--- src/rtl/dm_mem_resp.sv ---
// Debug-memory response stage: hart handshake state, abstract-command FSM, data registers
// and the registered read-data mux that answers each request one cycle later.
module dm_mem_resp #(
    parameter int unsigned BusWidth    = 32,
    parameter int unsigned DataCount   = 2,
    parameter int unsigned ProgBufSize = 8,
    parameter int unsigned AbsCmdWords = 10,
    parameter int unsigned DataAddr    = 'h380,
    localparam int unsigned IdxW       = (DataCount > 1) ? $clog2(DataCount) : 1
) (
    input  logic                      clk_i,
    input  logic                      rst_i,
    input  logic                      req_i,
    input  logic                      wr_halted_en,
    input  logic                      wr_going_en,
    input  logic                      wr_resuming_en,
    input  logic                      wr_exception_en,
    input  logic                      wr_data_en,
    input  logic [BusWidth-1:0]       wr_data_addr_i,
    input  logic [BusWidth-1:0]       wdata_i,
    input  logic                      rd_where_en,
    input  logic                      rd_data_en,
    input  logic                      rd_prog_en,
    input  logic                      rd_abs_cmd_en,
    input  logic                      rd_flags_en,
    input  logic [BusWidth-1:0]       rd_addr_i,
    input  logic                      cmd_go_i,
    input  logic                      resumereq_i,
    input  logic                      dmi_data_we_i,
    input  logic [IdxW-1:0]           dmi_data_idx_i,
    input  logic [31:0]               dmi_wdata_i,
    input  logic [32*ProgBufSize-1:0] progbuf_i,
    input  logic [32*AbsCmdWords-1:0] abs_cmd_i,
    output logic                      rvalid_o,
    output logic [BusWidth-1:0]       rdata_o,
    output logic [32*DataCount-1:0]   data_o,
    output logic                      halted_o,
    output logic                      resumeack_o,
    output logic                      cmdbusy_o,
    output logic                      cmd_done_o,
    output logic                      cmd_err_o
);

    localparam int unsigned ProgBufBase = DataAddr - 4 * ProgBufSize;
    localparam int unsigned AbsCmdBase  = ProgBufBase - 4 * AbsCmdWords;
    localparam int unsigned FlagsAddr   = 'h400;
    localparam logic [20:0] JalImm      = 21'(AbsCmdBase - 'h300);
    localparam logic [31:0] WhereToInsn = {JalImm[20], JalImm[10:1], JalImm[11], JalImm[19:12],
                                           5'b0, 7'h6F};

    typedef enum logic [1:0] {StIdle, StGo, StExec} state_e;

    state_e      r_state, w_state_next;
    logic        w_go_set, w_cmd_done, w_cmd_err;
    logic        r_halted, r_resume, r_go;
    logic        r_rvalid, r_resumeack, r_cmd_done, r_cmd_err;
    logic [31:0] r_data [DataCount];
    logic [BusWidth-1:0] r_rdata, w_rdata;
    logic [BusWidth-1:0] w_wr_word, w_rd_data_word, w_rd_prog_word, w_rd_abs_word;

    // Word offsets relative to each window; out-of-window addresses match no word.
    assign w_wr_word      = (wr_data_addr_i - BusWidth'(DataAddr)) >> 2;
    assign w_rd_data_word = (rd_addr_i - BusWidth'(DataAddr)) >> 2;
    assign w_rd_prog_word = (rd_addr_i - BusWidth'(ProgBufBase)) >> 2;
    assign w_rd_abs_word  = (rd_addr_i - BusWidth'(AbsCmdBase)) >> 2;

    always_comb begin
        w_state_next = r_state;
        w_go_set     = 1'b0;
        w_cmd_done   = 1'b0;
        w_cmd_err    = 1'b0;
        unique case (r_state)
            StIdle: begin
                if (cmd_go_i && r_halted) begin
                    w_state_next = StGo;
                    w_go_set     = 1'b1;
                end
            end
            StGo: begin
                if (wr_exception_en) begin
                    w_state_next = StIdle;
                    w_cmd_err    = 1'b1;
                end else if (wr_going_en) begin
                    w_state_next = StExec;
                end
            end
            StExec: begin
                if (wr_exception_en) begin
                    w_state_next = StIdle;
                    w_cmd_err    = 1'b1;
                end else if (wr_halted_en) begin
                    w_state_next = StIdle;
                    w_cmd_done   = 1'b1;
                end
            end
            default: w_state_next = StIdle;
        endcase
    end

    always_comb begin
        w_rdata = '0;
        if (rd_where_en) begin
            w_rdata = BusWidth'(WhereToInsn);
        end
        if (rd_data_en) begin
            for (int i = 0; i < DataCount; i++) begin
                if (w_rd_data_word == BusWidth'(i)) w_rdata = BusWidth'(r_data[i]);
            end
        end
        if (rd_prog_en) begin
            for (int i = 0; i < ProgBufSize; i++) begin
                if (w_rd_prog_word == BusWidth'(i)) w_rdata = BusWidth'(progbuf_i[32*i +: 32]);
            end
        end
        if (rd_abs_cmd_en) begin
            for (int i = 0; i < AbsCmdWords; i++) begin
                if (w_rd_abs_word == BusWidth'(i)) w_rdata = BusWidth'(abs_cmd_i[32*i +: 32]);
            end
        end
        if (rd_flags_en && ((rd_addr_i >> 2) == BusWidth'(FlagsAddr >> 2))) begin
            w_rdata = BusWidth'({30'b0, r_resume, r_go});
        end
    end

    always_ff @(posedge clk_i or posedge rst_i) begin
        if (rst_i) begin
            r_state     <= StIdle;
            r_halted    <= 1'b0;
            r_resume    <= 1'b0;
            r_go        <= 1'b0;
            r_rvalid    <= 1'b0;
            r_rdata     <= '0;
            r_resumeack <= 1'b0;
            r_cmd_done  <= 1'b0;
            r_cmd_err   <= 1'b0;
            for (int i = 0; i < DataCount; i++) r_data[i] <= '0;
        end else begin
            r_state     <= w_state_next;
            r_rvalid    <= req_i;
            r_rdata     <= req_i ? w_rdata : '0;
            r_resumeack <= wr_resuming_en;
            r_cmd_done  <= w_cmd_done;
            r_cmd_err   <= w_cmd_err;
            if (wr_halted_en) begin
                r_halted <= 1'b1;
            end else if (wr_resuming_en) begin
                r_halted <= 1'b0;
            end
            if (wr_resuming_en) begin
                r_resume <= 1'b0;
            end else if (resumereq_i && r_halted) begin
                r_resume <= 1'b1;
            end
            if (wr_going_en || w_cmd_err) begin
                r_go <= 1'b0;
            end else if (w_go_set) begin
                r_go <= 1'b1;
            end
            // Hart write to a word shadows a same-cycle debugger write to that word.
            for (int i = 0; i < DataCount; i++) begin
                if (wr_data_en && (w_wr_word == BusWidth'(i))) begin
                    r_data[i] <= 32'(wdata_i);
                end else if (dmi_data_we_i && (dmi_data_idx_i == IdxW'(i))) begin
                    r_data[i] <= dmi_wdata_i;
                end
            end
        end
    end

    for (genvar g = 0; g < DataCount; g++) begin : g_data_out
        assign data_o[32*g +: 32] = r_data[g];
    end

    assign rvalid_o    = r_rvalid;
    assign rdata_o     = r_rdata;
    assign halted_o    = r_halted;
    assign resumeack_o = r_resumeack;
    assign cmdbusy_o   = (r_state != StIdle);
    assign cmd_done_o  = r_cmd_done;
    assign cmd_err_o   = r_cmd_err;

endmodule

--- config.mk ---
export PLATFORM = sky130hd
export DESIGN_NAME = dm_mem_resp
export DESIGN_NICKNAME = d
export VERILOG_FILES = /design/src/rtl/dm_mem_resp.sv
export SDC_FILE = /design/constraint.sdc
export NUM_CORES = 1
export LEC_CHECK = 0
export BUFFER_PORTS_ARGS = -buffer_cell sky130_fd_sc_hd__buf_2
export CAP_MARGIN = 20
export CORE_AREA = 4 4 318 320
export CTS_BUF_LIST = sky130_fd_sc_hd__clkbuf_16
export DETAILED_ROUTE_END_ITERATION = 8
export DIE_AREA = 0 0 322 324
export PLACE_DENSITY = 0.45
export SYNTH_ARGS = -nofsm -noshare
export SYNTH_HDL_FRONTEND = slang
export SYNTH_SLANG_ARGS = --single-unit
--- constraint.sdc ---
create_clock -name clk_i -period 6.4 [get_ports clk_i]
set_input_delay 0.64 -clock clk_i [delete_from_list [all_inputs] [get_ports clk_i]]
set_output_delay 0.64 -clock clk_i [all_outputs]
set_load 0.01 [all_outputs]
==> results.yml, run 1 <==
timing:
  finClkSkew_ns: 0.0143
  rsz0062_at_grt: "no"
  slew_headroom: 0.172
  fin_crit_ns: 5.46
  final-setup-viol-count: 0
  hold_viol: 0
  fin_setup_tns_ns: 0
  worst_slew_pin_slew_ns: 1.23
  period_share: 0.854
  max_freq_ghz: 0.183
  maxSlewViolCount: 0
synthesis:
  syn_inst: 1877
  ys_seq_area_frac: 0.190
  synth-simple-area-share: 0.228
  syn_nets: 2607
  synth_cell_types: 86
  synth_top_family_by_area: "compound AO/OA/AOI/OAI gates"
  synth_flop_cell: "dfrtp_1"
  synthXorXnorAreaFrac: 0.00951
  synth_compound_area_frac: 0.328
  synth.area.mux_share: 0.181
  yosys_warnings: 0
  yosysTopAreaCell: "dfrtp_1"
  synthArstFlopShare: 1.00
  yosysMostFrequentCell: "nor2_1"
  syn_area_sq_um: 13800
  synthAdderAreaFrac: 0.00816
  synth_top_cells_by_count: "nor2_1, a21oi_1, o21ai_0, nand2_1, clkbuf_1"
  synth-edff-count: 0
  synth_area_per_cell_sq_um: 7.36
  synth_top_area_share: 0.190
  ys_seq_elements: 105
  synth_area_leaders: "dfrtp_1, mux2i_1, mux2_2"
global_routing:
  antenna_found_initial: 55
  grt_pass1_vias: 19600
  grt_most_used_layer: "met2"
  grtUsageMet3: 0.0580
  gr-total-overflow: 0
  met1_usage: 0.310
  grt_usage: 0.238
  grt_pass1_wl_mm: 170
  use_met2: 0.391
  grt_max_degree: 57
drt:
  wl_per_cell_microns: 33.1
  viasPerCell: 5.00
  wirelength_mm: 131
  drc: 0
  dr.pass1.iters: 6
  ant_nets: 0
  vias: 19800
  first_iter_violations: 1635
floorplanning:
  die_x_microns: 322
  dieHeight_microns: 324
  std_cell_rows: 115
  dieArea_sq_um: 104000
  core_sq_um: 98100
  start_util: 0.141
  ios: 823
power_and_ir_drop:
  vdd.ir_drop.worst_mv: 0.140
  leakagePower_nw: 8.63
  p_per_area_nw_per_um2: 132
  p_total_mw: 2.64
cells_and_area:
  fill_cells: 11300
  final_layout_size_suffix_gt1_frac: 0.408
  final_nets: 3380
  area_growth_pct: 45.3
clocking:
  path_clk_slew_ns: 0.09
  insertion_delay_ns: 0.43
  h-tree-depth: 3
  clockBufferDepth: 2
  cts_sinks: 105
  cts_tree: "done"
  root_buffer: "clkbuf_16"
  ctsHoldBuffers: 0
  cts_setup_buffers: 0
  cts_resized: 0
  cts_made_buffers: 9
place:
  io_buffers: 818
  place_congestion: 0.946
  hpwl_mm: 109
worst_setup_path:
  cp_data_required_time_ns: 6.73
  crit_type: "in2reg"
  crit_arrival_ns: 5.80
  crit_fanout: 13
  cp-end-kind: "flop"
  worstSetupStartpointType: "input port"
run:
  drv_cap: 0
min_path:
  hold_path_class: "in2async"
outcome:
  status: "complete, no violations"
==> per-stage QoR <==
step / utilization / hold WS, ns / cell area, sq um / std cells / setup slack (ns)
after floorplan: - / 0.462 / 13800 / 1877 / 2.28
after global placement: 0.201 / 0.543 / 19700 / 3925 / 0.626
after detailed placement: 0.201 / 0.560 / 19700 / 3926 / 0.483
after CTS: 0.204 / 0.312 / 20000 / 3942 / 0.964
after global routing: 0.204 / 0.345 / 20000 / 3951 / 0.627
final: 0.204 / 0.316 / 20100 / 3965 / 0.935
==> cells in the final DEF (no fill, tap or decap), types with 19 or more instances in the layout <==
master	n
buf_4	96
inv_1	28
o22ai_1	48
buf_2	816
mux2_2	91
nand2_1	144
mux4_2	20
o211ai_1	37
diode_2	23
and3_1	22
dfrtp_1	105
a21oi_1	165
o21ai_0	155
nor3_1	57
nand4_1	27
mux2i_1	103
nor2_1	192
o21ai_1	29
a22oi_1	57
nand3_1	64
nor4_1	21
a31oi_1	24
or3_1	19
==> cell families (layout without fill, tap and decap cells) <==
family                   count (synthesis)  count (layout)
buffers and inverters                  186             964
AO/OA/AOI/OAI                          703             703
flip-flops                             105             105
other                                    0              23
adder cells (fa/ha/maj)                  9               9
XOR/XNOR                                15              15
AND/OR/NAND/NOR                        645             645
multiplexers                           214             214
==> power breakdown <==
part,total (mW),internal (mW),switching [mW]
clock network,0.626,0.275,0.351
logic,1.20,0.482,0.717
registers,0.819,0.745,0.0734
==> worst max-delay path: stages <==
cell and delay (ns):
buf_2 0.21, inv_1 0.14, ha_1 0.34, nand3b_1 0.21, nand2b_1 0.22, a2111oi_0 0.70, nand2_1 0.33, nor3_2 0.74
and3_1 0.57, nand2_1 0.53, o21ai_1 0.28, a311oi_1 0.11, or4_1 0.57, a31oi_1 0.18
==> state kept, by name, summed over array words and instances (netlist names) <==
signal and count:
r_resume 1, r_state 2, data_o 64, rdata_o 32, cmd_done_o 1, resumeack_o 1
r_go 1, halted_o 1, cmd_err_o 1, rvalid_o 1
==> layout make-up <==
cell class / instances / area [sq um] / area share
diodes: 23 / 57.6 / 0.00287
clock buffers: 9 / 225 / 0.0112
clock inverters: 7 / 71.3 / 0.00356
inverters: 33 / 126 / 0.00630
multi-input cells: 1586 / 10500 / 0.524
flip-flops and latches: 105 / 2630 / 0.131
well taps: 1287 / 1610 / 0.0803
repair buffers: 915 / 4830 / 0.241
==> layer usage <==
layer	vias up	wire, microns
li1	8828	-
met4	34	3380
met5	-	223
met2	1085	60400
met1	9698	56300
met3	171	10700
==> path summary, 6_finish.rpt <==
check / start / to / slack, ns / cells after the start
setup / recovery: rd_addr_i[7] / rdata_o[4] / 0.94 / 14
hold / removal: rst_i / data_o[50] / 0.32 / 2
setup reg to reg: data_o[48] / rdata_o[16] / 3.68 / 7
hold reg to reg: halted_o / halted_o / 0.58 / 1
max in group asynchronous: rst_i / data_o[1] / 4.73 / 3
min in group clk_i: wr_resuming_en / resumeack_o / 0.37 / 1
Note: power is estimated with default switching activity, not from simulation.
==> run 2: changes to the inputs <==
==> config.mk (replaced) <==
export PLATFORM = sky130hd
export DESIGN_NAME = dm_mem_resp
export DESIGN_NICKNAME = d
export VERILOG_FILES = /design/src/rtl/dm_mem_resp.sv
export SDC_FILE = /design/constraint.sdc
export NUM_CORES = 1
export LEC_CHECK = 0
export BUFFER_PORTS_ARGS = -buffer_cell sky130_fd_sc_hd__buf_4
export CAP_MARGIN = 20
export CORE_AREA = 4 4 322 324
export CTS_BUF_LIST = sky130_fd_sc_hd__clkbuf_16
export DETAILED_ROUTE_END_ITERATION = 8
export DIE_AREA = 0 0 326 328
export PLACE_DENSITY = 0.44
export SYNTH_ARGS = -nofsm -noshare
export SYNTH_HDL_FRONTEND = slang
export SYNTH_SLANG_ARGS = --single-unit
==> run 2 against run 1 <==
Net effect:
- setup slack gained 0.37 ns
- clock skew up 0.0049 ns
- combinational power grew 14%
- critical path type unchanged
- flip-flop and latch count unchanged
- first-iteration DRC count is 22% higher
- cell area increased by 10%
- largest power group unchanged
- die area rose by 2.5%
==> results.yml, run 2 (synthesized netlist as in run 1, its figures left out) <==
clocking:
  ctsHoldBuffers: 0
  cts_tree: "done"
  insertion_delay_ns: 0.44
  cts_made_buffers: 9
  clockBufferDepth: 2
  cts_setup_buffers: 0
  h-tree-depth: 3
  path_clk_slew_ns: 0.09
  cts_resized: 0
  root_buffer: "clkbuf_16"
  cts_sinks: 105
global_routing:
  grt_pass1_vias: 20000
  grt_pass1_wl_mm: 176
  antenna_found_initial: 33
  gr-total-overflow: 0
  grt_max_degree: 92
  grt_usage: 0.238
floorplanning:
  dieArea_sq_um: 107000
  std_cell_rows: 117
  start_util: 0.137
  core_sq_um: 101000
  die_x_microns: 326
  ios: 823
  dieHeight_microns: 328
worst_setup_path:
  crit_arrival_ns: 5.43
  r2r-end: "rdata_o[20]"
  crit_type: "in2reg"
  max_stage_delay_ns: 0.62
  ff2ff_path_depth: 7
  rrSetupSlack_ns: 3.69
  worstSetupStartpointType: "input port"
  timing.critical_path.max_delay_family: "simple AND/OR/NAND/NOR gates"
  timing.rr.start: "data_o[52]"
  crit_fanout: 16
  cp_num_buf_inv: 1
  worst_path_max_delay_cell: "nor2_1"
  cp_data_required_time_ns: 6.73
  cp-end-kind: "flop"
  path_cells: "buf_4 > nor3_4 > nand4_1 > nor3_1 > o211a_1 > nand3_1 > nor2_1 > nand2_1 > o211ai_1 > a311oi_1 > or4_1 > a31oi_1"
timing:
  fin_setup_tns_ns: 0
  finClkSkew_ns: 0.0192
  max_freq_ghz: 0.196
  period_share: 0.796
  hold_viol: 0
  worst_slack_ns: 1.31
  worst_slew_pin_slew_ns: 1.14
  rsz0062_at_grt: "no"
  slew_headroom: 0.243
  fin_crit_ns: 5.09
  maxSlewViolCount: 0
  final-setup-viol-count: 0
cells_and_area:
  largest_reg_flops: 64
  final_layout_size_suffix_gt1_frac: 0.406
  multi_input_area_sq_um: 10500
  final_common_cell: "buf_4"
  fill_cells: 11500
  layout_common_cells: "buf_4, nor2_1, a21oi_1"
  area_growth_pct: 60.4
  final_nets: 3377
  seqCellArea_sq_um: 2630
outcome:
  status: "complete, no violations"
drt:
  vias: 19700
  viasPerCell: 4.89
  dr.pass1.iters: 6
  first_iter_violations: 1989
  wirelength_mm: 133
  ant_nets: 0
  drc: 0
  wl_per_cell_microns: 33.0
place:
  io_buffers: 818
  hpwl_mm: 111
  dp_slack_ns: 0.848
  place_congestion: 0.902
run:
  drv_cap: 0
power_and_ir_drop:
  p_per_area_nw_per_um2: 127
  leakagePower_nw: 9.32
  vdd.ir_drop.worst_mv: 0.133
min_path:
  hold_path_class: "in2async"
-- run 2: changes by cell type in the layout (fill, tap and decap cells not counted), moves of 2 or more --
cell	before	now
diode_2	23	11
o32ai_1	11	13
o32ai_2	2	0
buf_2	816	0
buf_4	96	909
-- run 2: area by class of cell --
type / instances / area share
Antenna cell: 11 / 0.00124
Inverter: 33 / 0.00582
Multi-Input combinational cell: 1586 / 0.473
Clock inverter: 7 / 0.00333
Timing Repair Buffer: 912 / 0.310
Sequential cell: 105 / 0.119
Tap cell: 1368 / 0.0773
Clock buffer: 9 / 0.0102
-- run 2: worst max-delay path by stage --
stage	startpoint	to	slack, ns	depth (start not counted)
6_report	rd_addr_i[14]	rdata_o[4]	1.31	12
5_1_grt	rd_addr_i[7]	rdata_o[12]	0.91	15
4_1_cts	rd_addr_i[7]	rdata_o[12]	1.29	15
3_5_place_dp	rd_addr_i[7]	rdata_o[12]	0.85	15
3_3_place_gp	rd_addr_i[7]	rdata_o[12]	0.80	15
2_1_floorplan	rd_addr_i[7]	rdata_o[16]	2.28	14
-- run 2: where the power goes --
| group | switching [mW] | internal [mW] | total (mW) |
|---|---|---|---|
| clock | 0.361 | 0.277 | 0.638 |
| sequential | 0.0735 | 0.745 | 0.819 |
| combinational | 0.722 | 0.644 | 1.37 |
| total | 1.16 | 1.67 | 2.82 |
-- run 2: per-layer routing --
layer	up-vias	track usage	wire length, microns	share of wire
met2	995	0.394	61800	0.46
met4	24	0.0509	2640	0.020
li1	8794	-	-	-
met3	137	0.0649	10600	0.079
met5	-	0	145	0.0011
met1	9751	0.310	58000	0.44
-- run 2: worst reg2reg max path: cells and delay by family, from the launching register on --
kind / cells / cell delay (ns)
simple gates: 1 / 0.15
compound gates: 6 / 2.01
flops: 1 / 0.43
-- run 2: stage by stage --
stage	hold slack, ns	cells	area (sq um)	utilization	total power [mW]
after floorplan	0.462	1877	13800	-	1.33
final	0.253	4031	22100	0.219	2.82
after global routing	0.271	4021	22100	0.219	2.97
after detailed placement	0.553	4004	21800	0.216	2.21
after global placement	0.552	4004	21800	0.216	2.21
after CTS	0.244	4020	22100	0.219	2.86
